===== src/rtl/bit_packer.sv =====
// Packs 1..16-bit fields MSB-first into 16-bit words with a valid/ready output.
// A flush emits the residual bits as a zero-padded final word flagged by out_last.
module bit_packer #(
    parameter int W = 16
) (
    input  logic         clk,
    input  logic         reset,
    input  logic         in_valid,
    output logic         in_ready,
    input  logic [W-1:0] in_data,
    input  logic [4:0]   in_len,
    input  logic         flush_req,
    output logic         flush_done,
    output logic         out_valid,
    input  logic         out_ready,
    output logic [W-1:0] out_data,
    output logic         out_last
);

    typedef enum logic {
        ACCUM = 1'b0,
        FLUSH = 1'b1
    } state_t;

    state_t       state_q, state_d;
    logic [15:0]  acc_q, acc_d;
    logic [3:0]   cnt_q, cnt_d;
    logic         outValid_q, outValid_d;
    logic [15:0]  outData_q, outData_d;
    logic         outLast_q, outLast_d;
    logic         flushDone_q, flushDone_d;

    logic         outFree;
    logic         accept;
    logic [4:0]   fieldLen;
    logic [15:0]  fieldMask;
    logic [4:0]   cntSum;
    logic [5:0]   shiftAmt;
    logic [31:0]  combined;

    assign outFree = ~outValid_q | out_ready;

    // A pending flush request wins over a field offered in the same cycle,
    // so the handshake is withheld rather than silently dropping the field.
    assign in_ready = ~reset & (state_q == ACCUM) & outFree & ~flush_req;
    assign accept   = in_valid & in_ready;

    assign fieldLen  = in_len[4] ? 5'd16 : in_len;
    assign fieldMask = fieldLen[4] ? 16'hFFFF : ((16'h1 << fieldLen[3:0]) - 16'h1);
    assign cntSum    = {1'b0, cnt_q} + fieldLen;
    assign shiftAmt  = 6'd32 - {1'b0, cntSum};

    // The 32-bit window holds the residual on top and the new field directly
    // below it; the upper half is a finished word when cntSum reaches 16.
    assign combined = {acc_q, 16'h0000} | ({16'h0000, in_data & fieldMask} << shiftAmt);

    always_comb begin
        state_d     = state_q;
        acc_d       = acc_q;
        cnt_d       = cnt_q;
        outValid_d  = outValid_q;
        outData_d   = outData_q;
        outLast_d   = outLast_q;
        flushDone_d = 1'b0;

        if (outValid_q && out_ready) begin
            outValid_d = 1'b0;
        end

        case (state_q)
            ACCUM: begin
                if (flush_req) begin
                    state_d = FLUSH;
                end else if (accept && (fieldLen != 5'd0)) begin
                    cnt_d = cntSum[3:0];
                    if (cntSum[4]) begin
                        outData_d  = combined[31:16];
                        outValid_d = 1'b1;
                        outLast_d  = 1'b0;
                        acc_d      = combined[15:0];
                    end else begin
                        acc_d = combined[31:16];
                    end
                end
            end
            FLUSH: begin
                if (cnt_q == 4'd0) begin
                    flushDone_d = 1'b1;
                    state_d     = ACCUM;
                end else if (outFree) begin
                    outData_d   = acc_q & ~(16'hFFFF >> cnt_q);
                    outValid_d  = 1'b1;
                    outLast_d   = 1'b1;
                    cnt_d       = 4'd0;
                    acc_d       = 16'h0000;
                    flushDone_d = 1'b1;
                    state_d     = ACCUM;
                end
            end
            default: state_d = ACCUM;
        endcase
    end

    always_ff @(posedge clk or posedge reset) begin
        if (reset) begin
            state_q     <= ACCUM;
            acc_q       <= 16'h0000;
            cnt_q       <= 4'd0;
            outValid_q  <= 1'b0;
            outData_q   <= 16'h0000;
            outLast_q   <= 1'b0;
            flushDone_q <= 1'b0;
        end else begin
            state_q     <= state_d;
            acc_q       <= acc_d;
            cnt_q       <= cnt_d;
            outValid_q  <= outValid_d;
            outData_q   <= outData_d;
            outLast_q   <= outLast_d;
            flushDone_q <= flushDone_d;
        end
    end

    assign out_valid  = outValid_q;
    assign out_data   = outData_q;
    assign out_last   = outLast_q;
    assign flush_done = flushDone_q;

endmodule

===== config.mk =====
export PLATFORM = sky130hd
export DESIGN_NAME = bit_packer
export DESIGN_NICKNAME = d
export VERILOG_FILES = /design/src/rtl/bit_packer.sv
export SDC_FILE = /design/constraint.sdc
export NUM_CORES = 1
export LEC_CHECK = 0
export BUFFER_PORTS_ARGS = -buffer_cell sky130_fd_sc_hd__buf_2
export CORE_AREA = 2 2 91 93
export CTS_CLUSTER_DIAMETER = 30
export CTS_CLUSTER_SIZE = 25
export DETAILED_ROUTE_END_ITERATION = 6
export DIE_AREA = 0 0 93 95
export PLACE_DENSITY = 0.69
export SETUP_SLACK_MARGIN = 0.1
export SLEW_MARGIN = 20
export SYNTH_ARGS = -nofsm -noshare
export SYNTH_HDL_FRONTEND = slang
export SYNTH_SLANG_ARGS = --single-unit

===== constraint.sdc =====
create_clock -name clk -period 3.6 [get_ports clk]
set_input_delay 0.72 -clock clk [delete_from_list [all_inputs] [get_ports clk]]
set_output_delay 0.72 -clock clk [all_outputs]
set_load 0.005 [all_outputs]

==> out/qor.csv <==
metric,value,unit
status,completed,
clk_pin_slew,0.08,ns
die_w,93,µm
skew,0.00799,ns
grt_max_degree,41,
ys_async_sr_fraction,1.00,
dpl_cell_area,4570,µm²
tns,0,ns
fin_area,4730,µm²
area_growth,22.2,%
grt.overflow.total,0,
start_util,0.488,
slowest_stage,fa_2,
grtUsageTotal,0.296,
ys_warn_count,0,
cap_violations,0,
cts_hold_buf,0,
dp_slack,-0.193,ns
start_kind,input pin,
clock_latency,0.30,ns
die_area,8840,µm²
dr_total_vias,4185,
dieHeight,95,µm
avgRoutedWirePerCell,19.1,µm
htreeDepth,2,
max_stage_delay,0.60,ns
grt_pass1_vias,3974,
place_congestion,0.954,
fin_ws,0.272,ns
vias_per_cell,6.40,
relSlewSlack,0.509,
syn-num-nets,511,
hold_viol_final,0,
ys_seq_area_frac,0.259,
grt_setup_unrepaired,no,
whs,0.474,ns
clock-root-buffer,clkbuf_8,
synth_common_cells,"nand2_1 (50), dfrtp_1 (40), o21ai_0 (36)",
port_buffers,45,
syn_inst,478,
synth_top_cell_by_area,dfrtp_1,
worst_slew_pin_slew,0.735,ns
post_synth.cell_area_avg,8.10,µm²
first_iter_violations,339,
grt_pass1_wl,20700,µm
fin_nets,582,
syn-cell-area,3870,µm²
hp-class,reg -> reg,
ir_drop,0.381,mV
drc,0,
postRouteWirelength,12500,µm
yosysMostFrequentCell,nand2_1,
ys_top_cells_by_area,"dfrtp_1 (26%), nand2_1 (4.8%), o21ai_0 (4.7%), a21oi_1 (4.5%), o211ai_1 (3.7%)",
crit_path_cell_trace,buf_2 > nor2b_4 > ha_2 > inv_2 > fa_2 > ha_4 > xnor3_2 > nor2_1 > o311ai_0 > o211ai_1 > buf_4 > a2bb2oi_2 > o221ai_1,
std_cell_rows,33,
hpwl,9820,µm
synth-seq-cells,40,
crit_path_end_kind,flip-flop,
final_max_slew_viol_count,0,
synth_edf_count,0,
power,5.12,mW
synthFlopType,dfrtp_1,
post-route-period-util,0.925,
io_pins,46,
crit_fanout,14,
antenna_found_initial,0,
firstDrtPassIters,5,
crit_required,3.75,ns
setup_viol,0,
drive_above_1_share,0.288,
numClockSinks,40,
leakage,2.04,nW
cts_tree,built,
critPathArrivalTime,3.48,ns
power_density,1080,nW/µm²
fin_crit,3.33,ns
synth_top_area_share,0.259,
clock_path_buffers,2,
ant_nets,0,
cts_buffers,5,
core,7930,µm²
diodes,0,
yosysUniqueCellTypes,78,
worst-setup-path-type,in -> reg,
max_freq,300,MHz
[flip-flops by register name, indices dropped and copies added, names as in the netlist]
signal / flops
acc_q: 16
cnt_q: 4
flush_done: 1
out_data: 16
out_last: 1
out_valid: 1
state_q: 1
[power by group]
part | internal [mW] | switching (mW) | total, mW
clock network | 0.273 | 0.162 | 0.435
registers | 0.613 | 0.126 | 0.739
logic | 1.69 | 2.26 | 3.95
[cell usage in the layout, fill, tap and decap left out, drive strengths merged, types with 5 or more instances in the layout]
master / count
a31oi: 9
nand2: 50
and3: 9
o211ai: 19
inv: 11
ha: 6
o311ai: 5
o2111ai: 7
o221ai: 6
clkbuf: 5
nor3: 8
a21oi: 35
buf: 104
o21ai: 40
nor2: 33
nor2b: 7
a211oi: 5
a22oi: 15
mux2i: 13
nand3: 21
or2: 6
dfrtp: 40
nand2b: 9
[repair_timing]
item                       CTS  global route
setup buffers                0             1
gates resized for setup      0             5
setup endpoints to repair    0            16
[critical path: cells and delay by family]
family	cells	cell delay [ns]
compound gates	4	0.73
xor+xnor	1	0.39
fa+ha+maj	3	0.94
buf+inv	3	0.31
simple gates	2	0.37
[cell families (layout without fill, tap and decap cells)]
logic type      Yosys count  after routing  synth area share
compound gates          188            188             0.349
xor+xnor                  9              9            0.0330
fa+ha+maj                 7              7            0.0246
buf+inv                  52            123            0.0617
flops                    40             40             0.259
mux                      20             20            0.0627
simple gates            162            162             0.210
[final timing paths]
check | startpoint | end | slack [ns] | depth (start not counted)
worst max-delay path | in_len[0] | acc_q[0] | 0.27 | 13
worst min-delay path | out_last | out_last | 0.47 | 1
worst max register to register | cnt_q[0] | acc_q[0] | 0.56 | 11
worst min register to register | out_last | out_last | 0.47 | 1
max in group asynchronous | reset | out_data[14] | 2.67 | 3
min in group asynchronous | reset | state_q | 0.56 | 3
[metrics by stage]
stage / utilization / std cells
after floorplan: - / 478
after global routing: 0.597 / 654
after CTS: 0.592 / 653
final: 0.597 / 654
after detailed placement: 0.576 / 646
after global placement: 0.576 / 646
[final cells by class]
type	instances	area (µm²)
clock buffers	5	68.8
clock inverters	2	60.1
fillers	766	3200
inverters	12	46.3
multi-input cells	386	2730
flip-flops and latches	40	1000
well taps	105	131
repair buffers	104	693
[metal layers]
layer	part of all wire	global-route usage
met4	0.031	0.112
met1	0.45	0.395
met3	0.050	0.0415
met2	0.47	0.488
met5	0	0
Note: power is estimated with default switching activity, not from simulation.
